$ cat src/rtl/spi_loader_pkg.sv
// Shared opcodes, FSM states and command decode for spi_matrix_loader.
// SPI_READBACK_EN enables the READ and STATUS opcodes.
package spi_loader_pkg;

   localparam logic [7:0] CMD_WR_BASE = 8'h10;
   localparam logic [7:0] CMD_RD_BASE = 8'h20;
   localparam logic [7:0] CMD_STATUS  = 8'h30;

   typedef enum logic [2:0] {
      IDLE,
      CMD,
      WRITE,
      READ,
      STATUS,
      DISCARD
   } state_t;

   // Map the first byte of a frame to the state that handles the rest.
   function automatic state_t decode_cmd(
      input logic [7:0]  op,
      input int unsigned nm
   );
      logic   m_ok;
      state_t s;
      m_ok = 32'(op[3:0]) < nm;
      s    = DISCARD;
      if (op[7:4] == CMD_WR_BASE[7:4] && m_ok)
         s = WRITE;
`ifdef SPI_READBACK_EN
      if (op[7:4] == CMD_RD_BASE[7:4] && m_ok)
         s = READ;
      if (op == CMD_STATUS)
         s = STATUS;
`else
      if (op[7:4] == CMD_RD_BASE[7:4] || op == CMD_STATUS)
         s = DISCARD;
`endif
      return s;
   endfunction

endpackage

$ cat src/rtl/spi_matrix_loader_if.sv
// SPI pin bundle between an SPI master and spi_matrix_loader.
// SPI_READBACK_EN decides whether the slave actually drives miso.
interface spi_matrix_loader_if;

   logic sclk;
   logic cs_n;
   logic mosi;
   logic miso;

   modport master (
      output sclk,
      output cs_n,
      output mosi,
      input  miso
   );

   modport slave (
      input  sclk,
      input  cs_n,
      input  mosi,
      output miso
   );

endinterface

$ cat src/rtl/spi_byte_shifter.sv
// Oversampled SPI mode-0 byte shifter: sync, edge detect, rx/tx bytes.
// SPI_READBACK_EN adds the tx shifter; otherwise miso is tied low.
module spi_byte_shifter (
   input  logic                 clk,
   input  logic                 rst_n,
   spi_matrix_loader_if.slave   spi,
`ifdef SPI_READBACK_EN
   input  logic                 tx_load,
   input  logic [7:0]           tx_data,
`endif
   output logic                 byte_valid,
   output logic [7:0]           rx_byte,
   output logic                 frame_start,
   output logic                 frame_end
);

   logic       sclk_m, sclk_s, sclk_d;
   logic       cs_m, cs_s, cs_d;
   logic       mosi_m, mosi_s;
   logic       rise;
   logic [2:0] bit_cnt;
   logic [6:0] rx_sr;

   // Two-flop synchronisers plus one delay stage for edge detection.
   // cs resets to "selected" so a frame in flight at reset release
   // produces no frame_start and is ignored until cs_n rises.
   always_ff @(posedge clk or negedge rst_n) begin
      if (!rst_n) begin
         sclk_m <= 1'b0;
         sclk_s <= 1'b0;
         sclk_d <= 1'b0;
         cs_m   <= 1'b0;
         cs_s   <= 1'b0;
         cs_d   <= 1'b0;
         mosi_m <= 1'b0;
         mosi_s <= 1'b0;
      end else begin
         sclk_m <= spi.sclk;
         sclk_s <= sclk_m;
         sclk_d <= sclk_s;
         cs_m   <= spi.cs_n;
         cs_s   <= cs_m;
         cs_d   <= cs_s;
         mosi_m <= spi.mosi;
         mosi_s <= mosi_m;
      end
   end

   assign rise        = sclk_s & ~sclk_d & ~cs_s;
   assign frame_start = cs_d & ~cs_s;
   assign frame_end   = ~cs_d & cs_s;

   // Receive shifter: MSB first, byte_valid one clk after bit 0 arrives.
   always_ff @(posedge clk or negedge rst_n) begin
      if (!rst_n) begin
         bit_cnt    <= 3'd0;
         rx_sr      <= 7'd0;
         rx_byte    <= 8'd0;
         byte_valid <= 1'b0;
      end else begin
         byte_valid <= 1'b0;
         if (frame_start || frame_end) begin
            bit_cnt <= 3'd0;
         end else if (rise) begin
            rx_sr   <= {rx_sr[5:0], mosi_s};
            bit_cnt <= bit_cnt + 1'b1;
            if (bit_cnt == 3'd7) begin
               byte_valid <= 1'b1;
               rx_byte    <= {rx_sr, mosi_s};
            end
         end
      end
   end

`ifdef SPI_READBACK_EN
   logic       fall;
   logic [7:0] tx_sr;

   assign fall = ~sclk_s & sclk_d & ~cs_s;

   // Transmit shifter: the fall after bit 0 does not shift, so a byte
   // loaded during that high phase keeps its MSB on miso.
   always_ff @(posedge clk or negedge rst_n) begin
      if (!rst_n)
         tx_sr <= 8'd0;
      else if (frame_end)
         tx_sr <= 8'd0;
      else if (tx_load)
         tx_sr <= tx_data;
      else if (fall && bit_cnt != 3'd0)
         tx_sr <= {tx_sr[6:0], 1'b0};
   end

   assign spi.miso = ~spi.cs_n & tx_sr[7];
`else
   assign spi.miso = 1'b0;
`endif

endmodule

$ cat src/rtl/spi_matrix_loader.sv
// SPI-slave matrix loader: command FSM, element storage, core read port.
// SPI_READBACK_EN adds READ/STATUS commands and the overflow flag readout.
module spi_matrix_loader
   import spi_loader_pkg::*;
#(
   parameter  int DATA_W  = 16,
   parameter  int DEPTH   = 16,
   parameter  int NUM_MAT = 2,
   localparam int MW      = (NUM_MAT > 1) ? $clog2(NUM_MAT) : 1,
   localparam int AW      = (DEPTH > 1) ? $clog2(DEPTH) : 1
) (
   input  logic                clk,
   input  logic                rst_n,
   spi_matrix_loader_if.slave  spi,
   output logic                irq,
   input  logic [MW-1:0]       rd_mat,
   input  logic [AW-1:0]       rd_addr,
   output logic [DATA_W-1:0]   rd_data,
   output logic [NUM_MAT-1:0]  load_done
);

   localparam int NB = DATA_W / 8;
   localparam int LW = (NB > 1) ? $clog2(NB) : 1;

   state_t              state, state_n, cmd_state;
   logic                byte_valid, frame_start, frame_end;
   logic [7:0]          rx_byte;
   logic [MW-1:0]       cur_mat, m_dec;
   logic [AW-1:0]       elem, elem_nx;
   logic [LW-1:0]       lane, lane_nx;
   logic                last_lane, last_elem, full;
   logic                cmd_fire, wr_cmd, wr_fire, adv, done_fire;
   logic                irq_clr;
   logic [DATA_W-1:0]   mem [NUM_MAT][DEPTH];

`ifdef SPI_READBACK_EN
   logic                tx_load;
   logic [7:0]          tx_data;
   logic                overflow, ovf_fire, st_done;
`endif

   spi_byte_shifter u_shift (
      .clk         (clk),
      .rst_n       (rst_n),
      .spi         (spi),
`ifdef SPI_READBACK_EN
      .tx_load     (tx_load),
      .tx_data     (tx_data),
`endif
      .byte_valid  (byte_valid),
      .rx_byte     (rx_byte),
      .frame_start (frame_start),
      .frame_end   (frame_end)
   );

   assign cmd_state = decode_cmd(rx_byte, NUM_MAT);
   assign m_dec     = rx_byte[MW-1:0];
   assign cmd_fire  = (state == CMD) && byte_valid;
   assign wr_cmd    = cmd_fire && (cmd_state == WRITE);
   assign wr_fire   = (state == WRITE) && byte_valid && !full;
   assign adv       = wr_fire || ((state == READ) && byte_valid);

   assign last_lane = (lane == LW'(NB - 1));
   assign last_elem = (elem == AW'(DEPTH - 1));
   assign lane_nx   = last_lane ? '0 : lane + 1'b1;
   assign elem_nx   = !last_lane ? elem :
                      (last_elem ? '0 : elem + 1'b1);
   assign done_fire = wr_fire && last_lane && last_elem;

   // State register.
   always_ff @(posedge clk or negedge rst_n) begin
      if (!rst_n)
         state <= IDLE;
      else
         state <= state_n;
   end

   // Next state: a cs_n rise always returns to IDLE.
   always_comb begin
      state_n = state;
      unique case (state)
         IDLE:    if (frame_start) state_n = CMD;
         CMD:     if (byte_valid)  state_n = cmd_state;
         STATUS:  if (byte_valid)  state_n = DISCARD;
         default: state_n = state;
      endcase
      if (frame_end)
         state_n = IDLE;
   end

   // Byte/element pointer shared by WRITE and READ; full marks the end.
   always_ff @(posedge clk or negedge rst_n) begin
      if (!rst_n) begin
         elem    <= '0;
         lane    <= '0;
         full    <= 1'b0;
         cur_mat <= '0;
      end else if (frame_end) begin
         elem    <= '0;
         lane    <= '0;
         full    <= 1'b0;
      end else if (cmd_fire) begin
         elem    <= '0;
         lane    <= '0;
         full    <= 1'b0;
         cur_mat <= m_dec;
      end else if (adv) begin
         lane    <= lane_nx;
         elem    <= elem_nx;
         if (done_fire)
            full <= 1'b1;
      end
   end

   // Element storage, written one byte lane at a time.
   always_ff @(posedge clk or negedge rst_n) begin
      if (!rst_n) begin
         for (int m = 0; m < NUM_MAT; m++)
            for (int i = 0; i < DEPTH; i++)
               mem[m][i] <= '0;
      end else if (wr_fire) begin
         mem[cur_mat][elem][8*int'(lane) +: 8] <= rx_byte;
      end
   end

   // Registered core read port; a same-edge SPI write is not forwarded.
   always_ff @(posedge clk or negedge rst_n) begin
      if (!rst_n)
         rd_data <= '0;
      else
         rd_data <= mem[rd_mat][rd_addr];
   end

   // Per-matrix completion flags.
   always_ff @(posedge clk or negedge rst_n) begin
      if (!rst_n) begin
         load_done <= '0;
      end else begin
         if (wr_cmd)
            load_done[m_dec] <= 1'b0;
         if (done_fire)
            load_done[cur_mat] <= 1'b1;
      end
   end

`ifdef SPI_READBACK_EN
   assign st_done  = (state == STATUS) && byte_valid;
   assign ovf_fire = (state == WRITE) && byte_valid && full;
   assign irq_clr  = st_done;

   // Overflow flag: extra bytes after a full matrix; cleared by STATUS.
   always_ff @(posedge clk or negedge rst_n) begin
      if (!rst_n)
         overflow <= 1'b0;
      else if (ovf_fire)
         overflow <= 1'b1;
      else if (st_done)
         overflow <= 1'b0;
   end

   // Next byte for miso: first one at CMD decode, then one per byte.
   always_comb begin
      tx_load = 1'b0;
      tx_data = 8'd0;
      if (cmd_fire) begin
         tx_load = 1'b1;
         if (cmd_state == READ)
            tx_data = mem[m_dec][0][7:0];
         else if (cmd_state == STATUS)
            tx_data = {overflow, 3'b000, 4'(load_done)};
      end else if ((state == READ) && byte_valid) begin
         tx_load = 1'b1;
         tx_data = mem[cur_mat][elem_nx][8*int'(lane_nx) +: 8];
      end else if (st_done) begin
         tx_load = 1'b1;
      end
   end
`else
   assign irq_clr = wr_cmd;
`endif

   // Completion interrupt; a set on the same edge as a clear wins.
   always_ff @(posedge clk or negedge rst_n) begin
      if (!rst_n)
         irq <= 1'b0;
      else if (done_fire)
         irq <= 1'b1;
      else if (irq_clr)
         irq <= 1'b0;
   end

endmodule

$ cat src/flat_wrapper.sv
// flat-port wrapper written by rule: the top's interface ports become plain ports
module spi_matrix_loader_flat import spi_loader_pkg::*;
#(
   parameter  int DATA_W  = 16,
   parameter  int DEPTH   = 16,
   parameter  int NUM_MAT = 2,
   localparam int MW      = (NUM_MAT > 1) ? $clog2(NUM_MAT) : 1,
   localparam int AW      = (DEPTH > 1) ? $clog2(DEPTH) : 1
)
  (clk, rst_n, irq, rd_mat, rd_addr, rd_data, load_done, spi_sclk, spi_cs_n, spi_mosi, spi_miso);
  spi_matrix_loader_if spi_i ();
  input  logic clk;
  input  logic rst_n;
  output logic irq;
  input  logic [MW-1:0] rd_mat;
  input  logic [AW-1:0] rd_addr;
  output logic [DATA_W-1:0] rd_data;
  output logic [NUM_MAT-1:0] load_done;
  input wire logic [$bits(spi_i.sclk)-1:0] spi_sclk;
  input wire logic [$bits(spi_i.cs_n)-1:0] spi_cs_n;
  input wire logic [$bits(spi_i.mosi)-1:0] spi_mosi;
  output wire logic [$bits(spi_i.miso)-1:0] spi_miso;
  assign spi_i.sclk = spi_sclk;
  assign spi_i.cs_n = spi_cs_n;
  assign spi_i.mosi = spi_mosi;
  assign spi_miso = spi_i.miso;
  spi_matrix_loader #(.DATA_W(DATA_W), .DEPTH(DEPTH), .NUM_MAT(NUM_MAT)) u_core (.clk(clk), .rst_n(rst_n), .spi(spi_i), .irq(irq), .rd_mat(rd_mat), .rd_addr(rd_addr), .rd_data(rd_data), .load_done(load_done));
endmodule
$ cat config.mk
export PLATFORM = sky130hd
export DESIGN_NAME = spi_matrix_loader_flat
export DESIGN_NICKNAME = d
export VERILOG_FILES = /design/src/rtl/spi_loader_pkg.sv /design/src/rtl/spi_matrix_loader_if.sv /design/src/rtl/spi_byte_shifter.sv /design/src/rtl/spi_matrix_loader.sv /design/src/flat_wrapper.sv
export SDC_FILE = /design/constraint.sdc
export NUM_CORES = 1
export LEC_CHECK = 0
export CORE_MARGIN = 2
export CORE_UTILIZATION = 57
export CTS_BUF_LIST = sky130_fd_sc_hd__clkbuf_4 sky130_fd_sc_hd__clkbuf_8
export CTS_CLUSTER_DIAMETER = 30
export DETAILED_ROUTE_END_ITERATION = 7
export GPL_TIMING_DRIVEN = 0
export PLACE_DENSITY = 0.71
export SLEW_MARGIN = 20
export SYNTH_ARGS = -nofsm -noshare
export SYNTH_HDL_FRONTEND = slang
export SYNTH_SLANG_ARGS = --single-unit
$ cat constraint.sdc
create_clock -name clk -period 5.01 [get_ports clk]
set_input_delay 1.2525 -clock clk [delete_from_list [all_inputs] [get_ports clk]]
set_output_delay 1.2525 -clock clk [all_outputs]
set_load 0.02 [all_outputs]
== Word level (Yosys, flattened, before mapping) ==
Index checks and enable logic that the tools add are counted.

* Logic and storage cells: 171
* Input bits: 10
* Output and inout bits: 20
* Bits in registers: 568

* Shift operators: 2
* Magnitude comparators: 11
* Bitwise gates (word level): 16
* Equality and inequality tests: 13
* Add/subtract/negate cells: 4
* Multiplexer cells: 44
* Reduce and logical (&&, ||, !) cells: 29

{| class="wikitable"
|+ Operators by type and width
! cell !! count
|-
| 2-to-1 mux 256 bit || 4
|-
| bitwise mux 512 bit || 1
|-
| demux 256 bit (select 1 bit) || 1
|-
| binary-select mux 16 bit (select 4 bit) || 1
|-
| demux 16 bit (select 4 bit) || 1
|-
| 2-to-1 mux 16 bit || 3
|-
| negation 4 -> 33 bit || 1
|-
| variable shift 8 x 33 -> 16 bit, first input constant || 1
|-
| indexed part select 8 x 33 -> 16 bit || 1
|-
| 2-to-1 mux 3 bit || 8
|-
| 2-to-1 mux 4 bit || 5
|-
| 2-to-1 mux 1 bit || 15
|-
| logical AND 1 bit || 12
|-
| >= comparator 5 bit, second input constant || 2
|-
| inverter 4 -> 5 bit || 2
|-
| equality test 3 x 2 -> 1 bit, second input constant || 3
|-
| != test 3 bit, second input constant || 3
|-
| one-hot mux 3 bit (3 select lines) || 1
|-
| nonzero test 3 bit || 3
|-
| equality test 8 x 6 -> 1 bit, second input constant || 1
|-
| AND reduction 2 bit || 4
|-
| equality test 3 bit, second input constant || 2
|-
| less-than comparator 5 x 1 -> 1 bit, second input constant || 1
|-
| inverter 1 bit || 5
|-
| other kinds (26) || 38
|}

== Logic depth before layout (Yosys ltp) ==
Gate-level depths: netlist of the first run.

* Word-level depth: 9
* Depth in mapped cells: 8
* Mapped depth without buffers: 6

== By module ==
Synthesis of the first run repeated with hierarchy kept, for this count alone.

* Cell total of the unflattened synthesis: 1901
* Area total of the unflattened synthesis: 26191.4 µm²

{| class="wikitable"
|+ Modules (own cells, without submodules)
! module !! area each (µm²) !! cells each !! seq. area each (µm²) !! times used
|-
| spi_matrix_loader || 25149.1 || 1840 || 13538.0 || 1
|-
| spi_byte_shifter || 1042.2 || 61 || 675.6 || 1
|}

== Worst setup path after synthesis of the first run ==
Ideal clock, no wire load.

* Path kind: input port to flip-flop
* Start: input port rd_addr[0]
* End: register u_core.rd_data[0]
* Cell stages on the path: 8
* Required time: 4.881 ns
* Arrival: 2.537 ns
* Library setup time: 0.129 ns
* Path buffers: 4
* Slack: 2.345 ns
* Cells stage by stage: clkbuf_1 -> buf_2 -> buf_2 -> buf_2 -> mux2i_1 -> a22oi_1 -> nand4_1 -> nand3_1

* Longest elaborated chain between the ends: 4

{| class="wikitable"
|+ RTL lines
! what !! RTL line !! text
|-
| start, declared || flat_wrapper.sv:16 || <nowiki>input logic [AW-1:0] rd_addr;</nowiki>
|-
| inverter 4 -> 5 bit (implied by the code) || spi_matrix_loader.sv:131 || <nowiki>rd_data <= mem[rd_mat][rd_addr];</nowiki>
|-
| binary-select mux 16 bit (select 4 bit) || spi_matrix_loader.sv:131 ||
|-
| 2-to-1 mux 16 bit (implied by the code) (2 in series) || spi_matrix_loader.sv:131 ||
|-
| end signal, assigned || spi_matrix_loader.sv:131 ||
|-
| end, declared || spi_matrix_loader.sv:18 || <nowiki>output logic [DATA_W-1:0] rd_data,</nowiki>
|}

Every way passes these cells. The select of a mux whose other input is x is not followed.
A chain may end at the register's enable or synchronous reset.

== Worst setup path after layout of the first run ==
* Start: input port rd_mat
* End: register u_core.rd_data[0]

* Longest elaborated chain between the ends: 7

{| class="wikitable"
|+ RTL lines
! what !! RTL line !! text
|-
| start, declared || flat_wrapper.sv:15 || <nowiki>input logic [MW-1:0] rd_mat;</nowiki>
|-
| inverter 1 -> 2 bit (implied by the code) || spi_matrix_loader.sv:131 ||
|-
| 2-to-1 mux 256 bit (implied by the code) (3 in series) || spi_matrix_loader.sv:131 ||
|-
| binary-select mux 16 bit (select 4 bit) || spi_matrix_loader.sv:131 ||
|-
| 2-to-1 mux 16 bit (implied by the code) (2 in series) || spi_matrix_loader.sv:131 ||
|}

Every way passes these cells. The select of a mux whose other input is x is not followed.

==> qor.csv, run 1 <==
stage;metric;value;unit
outcome;status;complete, no violations;
global_routing;vias in the first global route;17800;
floorplanning;DIE AREA;47970;um^2
clocking;CTS tree;built;
clocking;worst skew pair latency;0.72;ns
worst_setup_path;startpoint type of the worst setup path;primary input;
worst_setup_path;endpoint class of the critical path;flop;
yosys;syn_area_per_cell;13.80;um^2
clocking;Clock Path Buffers;3;
timing;Setup-failing EPs final;0;
cells_and_area;Total Nets Final;2080;
drt;Avg WL per Cell;27.05;um
global_routing;largest net degree at the start of global routing;101;
clocking;root buf cell;clkbuf_8;
worst_setup_path;arrival time worst endpoint;4.48;ns
global_routing;first-pass GRT wire length;111.7;mm
floorplanning;die width;219.0;um
clocking;hold_buf cts;0;
worst_setup_path;WP data required;5.56;ns
worst_setup_path;CP Class;in2reg;
yosys;area leader, netlist;dfrtp_1;
timing;RSZ-0062 raised after global routing;no;
floorplanning;# rows;78;
timing;clk_skew;0.03390;ns
yosys;ys async rst share;1.000;
global_routing;GRT overflow;0;
yosys;top cells by area, synth;dfrtp_1 54%, mux2_2 21%, mux2i_1 9.8%, a22oi_1 1.8%, nor2_8 1.5%;
cells_and_area;most common cell after layout, fill and taps aside;dfrtp_1;
timing;fmax;0.2546;GHz
floorplanning;initial core utilization;0.5795;
cells_and_area;final core utilization;0.6681;
flow_run;Max Cap Viol;0;
worst_setup_path;r2r setup slk;2.22;ns
drt;DR pass1 iterations;5;
timing;minimum clock period;3.928;ns
yosys;FF+latch count, synth;568;
timing;max-slew violation total from the final report;0;
placed_design;PortBufs;25;
drt;ANT nets after route;0;
floorplanning;Die H;219.0;um
power_and_ir_drop;Power per Cell Area;355.5;nW/um^2
clocking;Setup Buffers After CTS;0;
timing;Slew headroom;0.2311;
clocking;CTS buffer count;119;
timing;Slew @ Worst Pin;1.153;ns
worst_setup_path;critical-path maximum fanout;10;
drt;drt initial violations;1444;
yosys;synth unique cells;47;
yosys;ys flop type;dfrtp_1;
floorplanning;# IOs;30;
yosys;EDFF count, synth;0;
yosys;Net Count, Synth;1928;
timing;Final period util;0.7840;
cells_and_area;Area Growth Syn to Fin;15.30;%
global_routing;initial antenna violation count;4;
clocking;Post-CTS Resized;0;
drt;# DRC;0;
drt;routed vias;17050;
drt;final WL;74.79;mm
clocking;clock sink total;568;
timing;final setup TNS;0;ns
placed_design;hpwl dp;51.28;mm
yosys;Post-Synthesis Cells;1910;
clocking;H-tree depth;3;
timing;Hold Violations, Final;0;
power_and_ir_drop;Lkg Pwr;15.56;nW
yosys;sequential area share after synthesis;0.5394;
power_and_ir_drop;Max VDD drop;0.2468;mV
cells_and_area;share of cells above drive strength 1;0.3893;
min_path;HP Class;reg2reg;
cells_and_area;most frequent cells in the layout;568 x dfrtp_1, 502 x mux2_2, 259 x mux2i_1;
floorplanning;CORE AREA;45480;um^2
global_routing;GRT Overall Usage;0.3221;
placed_design;routability cong.;0.9123;
drt;post-DR vias/cell;6.165;
yosys;Post-Synthesis Cell Area;26350;um^2
clocking;Worst-path clk slew;0.06;ns
yosys;Syn. warnings;0;
yosys;post-synth top area share;0.5394;
==> Yosys cell counts (2+ instances only) <==
master and n:
nand2_4 2, nand3_2 3, nand2_1 51, nand3b_1 2
nand4_2 3, nand3_1 40, a31oi_1 20, mux2_2 502
and3_1 3, mux2_1 23, clkbuf_1 92, nor2b_1 10
o21ai_0 8, nand4_1 17, nand2_2 2, buf_6 2
and2_1 6, ha_1 8, a22oi_1 64, xor2_1 2
nor3_1 18, nor2_8 20, buf_4 4, a22o_1 32
nor2_1 10, nand3_4 11, nor3b_1 3, nand2b_1 9
mux2i_1 259, buf_1 6, a21oi_1 35, dfrtp_1 568
inv_1 6, nor2_2 16, buf_2 41
==> final timing paths <==
path                                            end                start  cells after the start
min in group asynchronous           u_core.mem[154]                rst_n                      1
worst max-delay path              u_core.rd_data[0]               rd_mat                      7
max in group asynchronous           u_core.mem[230]                rst_n                      5
worst max register to register      u_core.mem[249]       u_core.elem[0]                      6
worst min-delay path            u_core.u_shift.cs_s  u_core.u_shift.cs_m                      0
worst min register to register  u_core.u_shift.cs_s  u_core.u_shift.cs_m                      0
==> sequential cells by signal, summed over array words and instances, names as in the netlist, 2 cells and up <==
| signal | cells |
|---|---|
| u_core.elem | 4 |
| u_core.load_done | 2 |
| u_core.mem | 512 |
| u_core.rd_data | 16 |
| u_core.state | 3 |
| u_core.u_shift.bit_cnt | 3 |
| u_core.u_shift.rx_byte | 8 |
| u_core.u_shift.rx_sr | 7 |
==> metrics by stage <==
stage | area [um^2] | std cells | power, mW | hold WS (ns) | setup WS, ns
global route | 30380 | 2763 | 11.14 | 0.3605 | 1.074
floorplan | 26350 | 1910 | 4.967 | 0.3312 | 2.345
global placement | 27350 | 2535 | 5.214 | 0.3371 | -21.57
CTS | 30380 | 2763 | 10.87 | 0.3553 | 1.205
detailed placement | 27530 | 2541 | 5.224 | 0.3386 | 0.4597
finish | 30390 | 2765 | 10.80 | 0.3522 | 1.082
==> per-layer routing <==
metal  vias up  GRT usage  routed length [um]
met3       169    0.06916                5726
met4         0     0.1547                3418
met5         -          0                   0
met2       697     0.4886               33610
met1      8878     0.4438               32030
li1       7302          -                   -
==> worst max-delay path, cell delays in order <==
cell             delay, ns
clkdlybuf4s50_1       0.46
nor2_1                0.69
clkbuf_1              0.61
buf_1                 0.76
a22oi_1               0.22
nand3_1               0.26
nand3_1               0.21
==> area by class of cell <==
| cell class | instances | area [um^2] |
|---|---|---|
| inverters | 6 | 22.52 |
| repair buffers | 31 | 420.4 |
| clock inverters | 46 | 579.3 |
| diodes | 2 | 5.005 |
| multi-input cells | 1190 | 11480 |
| clock buffers | 176 | 2272 |
| well taps | 600 | 750.7 |
| flip-flops and latches | 568 | 14210 |
| fillers | 3374 | 15090 |
| plain buffers | 146 | 640.6 |
==> where the power goes <==
group / internal [mW] / switching, mW / leakage (nW)
combinational: 0.166 / 0.332 / 6.20
sequential: 4.63 / 0.0210 / 7.89
clock: 3.53 / 2.12 / 1.46
==> cells by family after synthesis <==
group | share of synthesized area
fa+ha+maj | 0.003798
xor+xnor | 0.0006648
other cells | 0.0001423
compound gates | 0.04278
simple gates | 0.06538
mux | 0.3227
flops | 0.5394
buf+inv | 0.02516
Power figures use the tool's default switching activity.
==> run 2: changes to the inputs <==
Settings changed: PLACE_DENSITY 0.71 to 0.74.
Clock period 5.01 ns to 3.2 ns, I/O delays scaled along.
==> run 2 against run 1 <==
  * Die area did not move
  * Combinational power grew 58%
  * Non-clock buffer count grew 2
  * Sequential power grew 57%
  * Flip-flop and latch count unchanged
  * Critical path depth increased by 1
  * Worst hold slack lost 0.0021 ns
  * Critical path type unchanged
  * First-iteration DRC count increased by 11%
  * Highest routed layer is now met5
  * Global-route usage decreased by 0.060 points
  * Largest power group unchanged
==> qor.csv, run 2 (synthesis results as in run 1) <==
stage;metric;value;unit;change
outcome;status;complete, no violations;;
clocking;H-tree depth;3;;unchanged
worst_setup_path;startpoint type of the worst setup path;primary input;;
worst_setup_path;Worst Setup SP;rd_addr[1];;
timing;Setup-failing EPs final;0;;unchanged
floorplanning;CORE AREA;45480;um^2;unchanged
cells_and_area;max reg flops;512;;unchanged
drt;Avg WL per Cell;27.28;um;+0.84%
worst_setup_path;WP data required;3.73;ns;-1.83 ns
clocking;CTS tree;built;;
cells_and_area;final instance area;30290;um^2;-0.31%
placed_design;routability cong.;0.9011;;-1.2%
worst_setup_path;endpoint class of the critical path;flop;;
placed_design;hpwl dp;51.31;mm;about the same
worst_setup_path;reg-to-reg critical path startpoint;u_core.elem[0];;
drt;routed vias;17240;;+1.1%
drt;DR pass1 iterations;5;;unchanged
timing;fmax;0.3185;GHz;
clocking;Setup Buffers After CTS;0;;unchanged
min_path;min-delay src;u_core.u_shift.mosi_m;;
timing;minimum clock period;3.140;ns;
clocking;Worst-path clk slew;0.06;ns;about the same
timing;Final period util;0.9812;;
global_routing;GRT Overall Usage;0.3215;;-0.0005960
min_path;HP Class;reg2reg;;
timing;final setup margin;0.06032;ns;-1.022 ns
clocking;CTS buffer count;118;;-0.84%
floorplanning;# rows;78;;unchanged
clocking;worst skew pair latency;0.73;ns;about the same
global_routing;first-pass GRT wire length;111.7;mm;about the same
placed_design;PortBufs;25;;unchanged
global_routing;initial antenna violation count;6;;+2
timing;Slew @ Worst Pin;1.223;ns;+0.07003 ns
clocking;clock sink total;568;;unchanged
global_routing;vias in the first global route;17800;;-0.034%
placed_design;Placed Area;27540;um^2;about the same
timing;Hold Violations, Final;0;;unchanged
floorplanning;# IOs;30;;unchanged
cells_and_area;largest registers;u_core.mem (512), u_core.rd_data (16), u_core.u_shift.rx_byte (8);;
floorplanning;initial core utilization;0.5795;;unchanged
power_and_ir_drop;Max VDD drop;0.3997;mV;+62%
placed_design;Post-Place Setup Slack;-0.8393;ns;-1.299 ns
flow_run;Max Cap Viol;0;;unchanged
floorplanning;DIE AREA;47970;um^2;unchanged
floorplanning;die width;219.0;um;unchanged
cells_and_area;Area Growth Syn to Fin;14.95;%;
clocking;Clock Path Buffers;3;;unchanged
cells_and_area;most common cell after layout, fill and taps aside;dfrtp_1;;
drt;ANT nets after route;0;;unchanged
floorplanning;Die H;219.0;um;unchanged
clocking;root buf cell;clkbuf_8;;
cells_and_area;Total Nets Final;2081;;+0.048%
drt;post-DR vias/cell;6.254;;+1.4%
worst_setup_path;arrival time worst endpoint;3.67;ns;-0.81 ns
timing;max-slew violation total from the final report;0;;unchanged
timing;hold_ws;0.3501;ns;-0.002112 ns
global_routing;largest net degree at the start of global routing;106;;+5.0%
cells_and_area;most frequent cells in the layout;568 x dfrtp_1, 502 x mux2_2, 259 x mux2i_1;;
drt;final WL;75.20;mm;+0.55%
cells_and_area;final core utilization;0.6661;;-0.002064
timing;clk_skew;0.04506;ns;+0.01116 ns
drt;drt initial violations;1597;;+11%
cells_and_area;share of cells above drive strength 1;0.3901;;+0.0008001
power_and_ir_drop;Lkg Pwr;15.53;nW;-0.19%
power_and_ir_drop;Power per Cell Area;549.4;nW/um^2;+55%
timing;RSZ-0062 raised after global routing;no;;
worst_setup_path;CP Class;in2reg;;
worst_setup_path;critical-path maximum fanout;10;;unchanged
timing;Slew headroom;0.1844;;-0.04669
global_routing;GRT overflow;0;;unchanged
cells_and_area;Largest Register;u_core.mem;;
drt;# DRC;0;;unchanged
run 2: through the flow:
step | power [mW] | setup TNS [ns] | instances
after floorplan | 7.777 | 0 | 1910
after global placement | 8.163 | - | 2535
after detailed placement | 8.183 | -11.43 | 2542
after CTS | 16.72 | 0 | 2756
after global routing | 17.15 | 0 | 2757
final | 16.64 | 0 | 2757
run 2: worst max-delay path, cell delays in order:
cell             delay, ns
clkdlybuf4s50_1       0.53
and2_1                0.14
clkbuf_1              0.59
buf_2                 0.46
clkbuf_1              0.51
a22oi_1               0.15
nand3_1               0.25
nand3_1               0.22
run 2: cell type report:
cell class,instances,area [um^2]
flip-flops and latches,568,14210
repair buffers,33,437.9
plain buffers,146,654.4
multi-input cells,1190,11480
clock inverters,45,558.0
clock buffers,168,2168
inverters,6,22.52
diodes,1,2.502
fillers,3363,15190
well taps,600,750.7
run 2: what timing repair did:
item	4_1_cts	5_1_grt
hold buffers	1	0
setup endpoints to repair	4	4
resized for setup	4	2
cloned	0	0
hold endpoints to repair	43	0
run 2: worst paths after layout:
kind                       slack, ns                    end  cells past startpoint
setup / recovery                0.06      u_core.rd_data[6]                      8
hold / removal                  0.35  u_core.u_shift.mosi_s                      0
setup reg to reg                0.49        u_core.mem[285]                      6
hold reg to reg                 0.35  u_core.u_shift.mosi_s                      0
max in group asynchronous       0.86        u_core.mem[226]                      5
min in group asynchronous       0.57         u_core.mem[59]                      2
run 2: where the power goes:
| group | leakage (nW) | total, mW | internal (mW) | switching [mW] |
|---|---|---|---|---|
| clock network | 1.40 | 8.57 | 5.26 | 3.32 |
| logic | 6.23 | 0.786 | 0.261 | 0.524 |
| registers | 7.89 | 7.28 | 7.25 | 0.0331 |
| total | 15.5 | 16.6 | 12.8 | 3.87 |
run 2: metal layers:
metal	vias up	wire [um]	track usage
li1	7267	-	-
met1	8984	31210	0.4368
met2	778	33600	0.4818
met3	209	6006	0.06750
met4	4	4351	0.1849
met5	-	27	0
